$ cat src/rtl/fetch_dispatch_fsm_pkg.sv
// Shared definitions for the fetch/dispatch sequencer and the execution FSMs:
// opcode constants, sequencer state encoding and opcode classification.
package fetch_dispatch_fsm_pkg;

  localparam logic [3:0] OP_NOP     = 4'b0000;
  localparam logic [3:0] OP_HALT    = 4'b1111;
  localparam logic [3:0] OP_ALU_LO  = 4'b1000;
  localparam logic [3:0] OP_ALU_HI  = 4'b1110;
  localparam logic [3:0] OP_XFER_LO = 4'b0001;
  localparam logic [3:0] OP_XFER_HI = 4'b0011;

  typedef enum logic [2:0] {
    ST_FETCH_ADDR  = 3'd0,
    ST_FETCH_READ  = 3'd1,
    ST_FETCH_LATCH = 3'd2,
    ST_DECODE      = 3'd3,
    ST_EXEC        = 3'd4,
    ST_PC_INC      = 3'd5,
    ST_HALT        = 3'd6,
    ST_ERROR       = 3'd7
  } state_t;

  typedef enum logic [2:0] {
    CLS_NOP     = 3'd0,
    CLS_ALU     = 3'd1,
    CLS_XFER    = 3'd2,
    CLS_HALT    = 3'd3,
    CLS_ILLEGAL = 3'd4
  } opclass_t;

  function automatic opclass_t classify(input logic [3:0] op);
    opclass_t c;
    if (op == OP_NOP)                              c = CLS_NOP;
    else if (op == OP_HALT)                        c = CLS_HALT;
    else if (op >= OP_ALU_LO && op <= OP_ALU_HI)   c = CLS_ALU;
    else if (op >= OP_XFER_LO && op <= OP_XFER_HI) c = CLS_XFER;
    else                                           c = CLS_ILLEGAL;
    return c;
  endfunction

endpackage

$ cat src/rtl/fetch_dispatch_fsm_opcode_classifier.sv
// Combinational opcode classifier (IR[15:12] -> class), also used by the
// transfer FSM so both sides agree on which unit owns an opcode.
module opcode_classifier
  import fetch_dispatch_fsm_pkg::*;
(
  input  logic [3:0] i_opcode,
  output logic [2:0] o_class
);

  assign o_class = classify(i_opcode);

endmodule

$ cat src/rtl/fetch_dispatch_fsm.sv
// Top-level sequencer: fetches a 16-bit word into IR, dispatches it to the
// ALU or transfer FSM and waits for its done pulse, guarded by a watchdog.
module fetch_dispatch_fsm
  import fetch_dispatch_fsm_pkg::*;
#(
  parameter int MEM_WAIT    = 1,
  parameter int WDOG_CYCLES = 32
) (
  input  logic        clk,
  input  logic        rst,
  input  logic [15:0] bus_in,
  input  logic        alu_done,
  input  logic        xfer_done,
  output logic        pc_out_en,
  output logic        mar_latch,
  output logic        mem_rd,
  output logic        pc_inc,
  output logic [15:0] instruction,
  output logic        halted,
  output logic        error,
  output logic        illegal,
  output logic [15:0] instr_count
);

  state_t      r_state;
  state_t      w_next;
  logic [15:0] r_ir;
  logic [3:0]  r_wait;
  logic [7:0]  r_wdog;
  logic [15:0] r_count;
  logic [2:0]  w_class;
  logic        w_done;
  logic        w_wait_end;
  logic        w_wdog_end;
  logic        w_retire;

  opcode_classifier u_classifier (
    .i_opcode (r_ir[15:12]),
    .o_class  (w_class)
  );

  // Only the unit that owns the opcode may complete it.
  assign w_done     = (w_class == CLS_ALU  && alu_done) ||
                      (w_class == CLS_XFER && xfer_done);
  assign w_wait_end = (r_wait == 4'(MEM_WAIT - 1));
  assign w_wdog_end = (r_wdog == 8'(WDOG_CYCLES - 1));
  assign w_retire   = (r_state == ST_EXEC   && w_done) ||
                      (r_state == ST_PC_INC && w_class == CLS_NOP) ||
                      (r_state == ST_DECODE && w_class == CLS_HALT);

  always_ff @(posedge clk or posedge rst) begin
    if (rst) r_state <= ST_FETCH_ADDR;
    else     r_state <= w_next;
  end

  always_comb begin
    w_next = r_state;
    case (r_state)
      ST_FETCH_ADDR:  w_next = ST_FETCH_READ;
      ST_FETCH_READ:  if (w_wait_end) w_next = ST_FETCH_LATCH;
      ST_FETCH_LATCH: w_next = ST_DECODE;
      ST_DECODE: begin
        if (w_class == CLS_ALU || w_class == CLS_XFER) w_next = ST_EXEC;
        else if (w_class == CLS_HALT)                  w_next = ST_HALT;
        else                                           w_next = ST_PC_INC;
      end
      ST_EXEC: begin
        if (w_done)          w_next = ST_FETCH_ADDR;
        else if (w_wdog_end) w_next = ST_ERROR;
      end
      ST_PC_INC:      w_next = ST_FETCH_ADDR;
      ST_HALT:        w_next = ST_HALT;
      ST_ERROR:       w_next = ST_ERROR;
      default:        w_next = ST_FETCH_ADDR;
    endcase
  end

  always_ff @(posedge clk or posedge rst) begin
    if (rst) begin
      r_ir    <= 16'h0000;
      r_wait  <= 4'd0;
      r_wdog  <= 8'd0;
      r_count <= 16'h0000;
    end else begin
      if (r_state == ST_FETCH_LATCH) r_ir <= bus_in;
      r_wait <= (r_state == ST_FETCH_READ) ? r_wait + 4'd1 : 4'd0;
      r_wdog <= (r_state == ST_EXEC) ? r_wdog + 8'd1 : 8'd0;
      if (w_retire) r_count <= r_count + 16'd1;
    end
  end

  // Outputs are held low while rst is high even though the state already reads FETCH_ADDR.
  always_comb begin
    pc_out_en   = 1'b0;
    mar_latch   = 1'b0;
    mem_rd      = 1'b0;
    pc_inc      = 1'b0;
    instruction = 16'h0000;
    halted      = 1'b0;
    error       = 1'b0;
    illegal     = 1'b0;
    instr_count = r_count;
    if (!rst) begin
      case (r_state)
        ST_FETCH_ADDR: begin
          pc_out_en = 1'b1;
          mar_latch = 1'b1;
        end
        ST_FETCH_READ:  mem_rd = 1'b1;
        ST_FETCH_LATCH: mem_rd = 1'b1;
        ST_DECODE:      illegal = (w_class == CLS_ILLEGAL);
        ST_EXEC:        instruction = r_ir;
        ST_PC_INC:      pc_inc = 1'b1;
        ST_HALT:        halted = 1'b1;
        ST_ERROR:       error = 1'b1;
        default: ;
      endcase
    end
  end

endmodule

$ cat config.mk
export PLATFORM = sky130hd
export DESIGN_NAME = fetch_dispatch_fsm
export DESIGN_NICKNAME = d
export VERILOG_FILES = /design/src/rtl/fetch_dispatch_fsm_pkg.sv /design/src/rtl/fetch_dispatch_fsm_opcode_classifier.sv /design/src/rtl/fetch_dispatch_fsm.sv
export SDC_FILE = /design/constraint.sdc
export NUM_CORES = 1
export LEC_CHECK = 0
export CORE_MARGIN = 2
export CORE_UTILIZATION = 45
export CTS_CLUSTER_DIAMETER = 30
export CTS_CLUSTER_SIZE = 8
export DETAILED_ROUTE_END_ITERATION = 10
export GPL_ROUTABILITY_DRIVEN = 0
export HOLD_SLACK_MARGIN = 0.08
export PLACE_DENSITY_LB_ADDON = 0.25
export SYNTH_ARGS = -nofsm -noshare
export SYNTH_HDL_FRONTEND = slang
export SYNTH_SLANG_ARGS = --single-unit
$ cat constraint.sdc
create_clock -name clk -period 3.86 [get_ports clk]
set_clock_uncertainty 0.05 [all_clocks]
set_input_delay 0.772 -clock clk [delete_from_list [all_inputs] [get_ports clk]]
set_output_delay 0.772 -clock clk [all_outputs]
set_load 0.02 [all_outputs]
After elaboration in Yosys (flattened, before gate mapping):

Cells that the tools add are included.

* register bits: 47
* output and inout bits: 39

* $add $sub $neg: 3
* order comparisons: 4
* eq/ne operators: 15
* mux-type cells: 26
* reductions and logical operators: 17

Operators by type and width (number)
* 16-bit two-way mux: 2
* 3-bit one-hot mux with 8 select lines: 1
* 3-bit two-way mux: 7
* 16-bit by 1-bit adder with 16-bit output (second input constant): 1
* 3-bit == test (second input constant): 5
* 3-bit by 2-bit == test with 1-bit output (second input constant): 4
* 1-bit two-way mux: 12
* 8-bit by 1-bit adder with 8-bit output (second input constant): 1
* 8-bit by 5-bit == test with 1-bit output (second input constant): 1
* 4-bit zero test: 2
* 8-bit two-way mux: 1
* 1-bit logical AND: 7
* 3-bit by 1-bit == test with 1-bit output (second input constant): 2
* 3-bit zero test: 2
* 4-bit by 1-bit adder with 4-bit output (second input constant): 1
* 4-bit == test (second input constant): 1
* 4-bit by 1-bit greater-or-equal comparator with 1-bit output (second input constant): 1
* 4-bit greater-or-equal comparator (second input constant): 1
* 4-bit by 2-bit <= comparator with 1-bit output (second input constant): 1
* 4-bit <= comparator (second input constant): 1
* 1-bit logical OR: 4
* 2-bit two-way mux: 2
* 4-bit two-way mux: 1
* 3-bit inequality test (second input constant): 1
* 3 further kinds: 3

Logic depth before layout (Yosys ltp):

* depth in word-level cells: 12
* gate-level depth with buffers: 8
* depth with buffers taken out: 6

Modules after synthesis:

A second synthesis with hierarchy kept.

* cell total of the unflattened synthesis: 217
* area, all modules: 2359.8 µm²

By module, submodules not included
* fetch_dispatch_fsm: times used 1, cells an instance 211, area an instance 2319.7 µm²
* opcode_classifier: times used 1, cells an instance 6, area an instance 40.0 µm²

Worst setup path before layout:

OpenSTA, ideal clock, no wires.

* path type: input to output
* start: input port rst
* end: output port instruction[0]
* arrival time: 2956 ps
* setup slack: 82 ps
* stages on the path: 3
* path buffers: 1
* cells stage by stage: inv_1 clkbuf_1 and3_2

* word-level cells in the longest chain between the ends: 1

RTL lines
* from (decl): RTL line fetch_dispatch_fsm.sv:10 `input logic rst,`
* 16-bit two-way mux: RTL line fetch_dispatch_fsm.sv:103 `if (!rst) begin`
* to (decl): RTL line fetch_dispatch_fsm.sv:18 `output logic [15:0] instruction,`

Every way passes these cells.

Worst setup path in the final report:

* start: input port rst
* end: output port instruction[2]

Same word-level chain as after synthesis.

==> flow_summary.ini <==
[status]
status = finished, final reports clean

[global_routing]
gr-total-overflow = 0
grt_max_degree = 28
grt_pass1_vias = 1696
grt_use_total_pct = 17.5
grt_antenna_before_repair = 0
grt_pass1_wl_um = 8060

[cells_and_area]
final_core_util_pct = 60.2
drive_gt1_share_pct = 15.2
seq_area_mm2 = 0.00118
syn_to_final_growth_pct = 30.3
fin_nets = 294
n_antenna_cell = 0
design_area_mm2 = 0.00304
fillers = 431
multiInputGateArea_mm2 = 0.00105

[timing]
slew_headroom_pct = 70.3
hold_violations = 0
slew_viol_final = 0
finalCritPeriodShare_pct = 84.7
max_freq_mhz = 306
tightest_slew_ns = 0.445
rsz0062_at_grt = false
fin_crit_ns = 3.27
finalSetupViolations = 0
timing.hold.ws_ns = 0.431
setup_tns_ns = 0

[yosys]
yosysUniqueCellTypes = 37
yosysMostFrequentCell = dfrtp_1
syn_nets = 237
synth_top_area_share_pct = 50.5
ys_seq_elements = 47
synthFlopType = dfrtp_1
synth_edf_count = 0
synth_area_leaders = dfrtp_1 (50%), mux2_2 (8.2%), xnor2_1 (6.0%)
avgSynthCellArea_um2 = 10.9
async_flop_share_pct = 100
synth-seq-area-share_pct = 50.5
syn_area_mm2 = 0.00233
yosysWarnings = 0
ys_top_cells_by_count = dfrtp_1 (47), and3_1 (21), nor2_1 (19), mux2_2 (17), xnor2_1 (16)
synth_top_area_cell = dfrtp_1
netlist_instances = 213

[worst_setup_path]
crit_path_end_kind = output port
path_cells = clkdlybuf4s50_1 > inv_2 > and3_2 > clkdlybuf4s50_1
cp_data_arrival_time_ns = 2.45
cp_max_fo = 27
critPathMaxStageDelay_ns = 0.60
path_common_cell = clkdlybuf4s50_1
path_class = in2out
startpoint_type = primary input
critPathRequiredTime_ns = 3.04
slowest_stage = clkdlybuf4s50_1

[clock_tree]
cts_buffers = 5
clock_latency_ns = 0.30
root_buffer = clkbuf_8
hold_buffers = 0
htree_num_levels = 2
cts_setup_buffers = 0
cts_tree = done
cts_resized = 0
clock_sinks = 47
clockBufferDepth = 2
clk_pin_slew_ns = 0.09

[route]
routedWlPerCell_um = 14.3
drc = 0
via_count = 1762
via_per_inst = 5.18
ant_nets = 0
drt_wl_total_um = 4870
drt-initial-drc-count = 90
drtPass1Iterations = 4

[floorplanning]
die_x_um = 76.0
die_area_mm2 = 0.00577
core_area_mm2 = 0.00504
die_y_um = 76.0
start_util_pct = 46.2
ioPinCount = 59
rows = 26

[power_and_ir_drop]
peakVddDrop_mv = 0.315
power_mw = 1.73
cellPowerDensity_mw_per_mm2 = 571
leakage_nw = 1.34

[job]
maxCapViolations = 0

[hold_path]
hold_class = reg2reg

[placed_design]
hpwlAfterDp_um = 3420
portBuffers = 58
placed_area_mm2 = 0.00295
area by class of cell:
type / instances / area share (%)
Timing Repair Buffer: 62 / 20.1
Inverter: 7 / 0.865
Tap cell: 70 / 2.88
Multi-Input combinational cell: 147 / 34.6
Clock inverter: 1 / 0.165
Sequential cell: 47 / 38.7
Clock buffer: 6 / 2.72
per-layer routing:
layer | share of wire, % | vias up | GRT usage [%]
met4 | 0.70 | 0 | 6.36
met1 | 44 | 865 | 21.6
met2 | 49 | 48 | 28.7
met5 | 0 | - | 0
li1 | - | 847 | -
met3 | 6.2 | 2 | 5.92
through the flow:
step,setup WS [ns],std cells
2_1_floorplan,0.0816,213
3_3_place_gp,0.604,333
3_5_place_dp,0.571,333
4_1_cts,0.567,340
5_1_grt,0.457,340
6_report,0.589,340
placed cells by master, fill, tap and decap left out, drive strengths merged, types with 2 or more instances in the layout:
cell type      count
mux2              17
o21ai              3
xnor2             16
nand2              7
buf                4
clkdlybuf4s50     58
xor2               7
and3              28
nor2              20
clkbuf             6
a21oi              2
nand2b             2
nor4b              2
nand3             13
ha                 4
and4               4
dfrtp             47
inv                7
nor3               2
and2               3
nand4              7
cells by family after synthesis:
| logic type | count (synthesis) | synth area share, % |
|---|---|---|
| simple gates | 92 | 22.8 |
| xor+xnor | 23 | 8.64 |
| compound gates | 11 | 3.27 |
| buf+inv | 19 | 4.51 |
| mux | 17 | 8.21 |
| fa+ha+maj | 4 | 2.15 |
| flops | 47 | 50.5 |
path summary, 6_finish.rpt:
| check | from | end | slack (ns) | cells after the start |
|---|---|---|---|---|
| worst max-delay path | rst | instruction[2] | 0.59 | 4 |
| worst min-delay path | r_wdog[0] | r_wdog[0] | 0.43 | 1 |
| worst min register to register | r_wdog[0] | r_wdog[0] | 0.43 | 1 |
| worst max register to register | r_state[1] | instr_count[1] | 1.90 | 4 |
| max in group asynchronous | rst | r_wait[0] | 2.31 | 3 |
| min in group asynchronous | rst | r_ir[10] | 0.84 | 2 |
report_power, final:
group | internal [mW] | switching (mW) | leakage (nW)
Combinational | 0.341 | 0.314 | 0.684
Clock | 0.141 | 0.154 | 0.0470
Sequential | 0.625 | 0.160 | 0.605
Total | 1.11 | 0.628 | 1.34
registers in the layout, indices dropped and copies added, names as in the netlist:
name / flops
instr_count: 16
r_state: 3
r_wait: 4
r_wdog: 8
r_ir: 16
critical path, delay by kind of cell:
kind	cells	cell delay, ns
buffers and inverters	3	1.42
AND/OR/NAND/NOR	1	0.25
No activity file was read; power rests on OpenSTA's default activity.
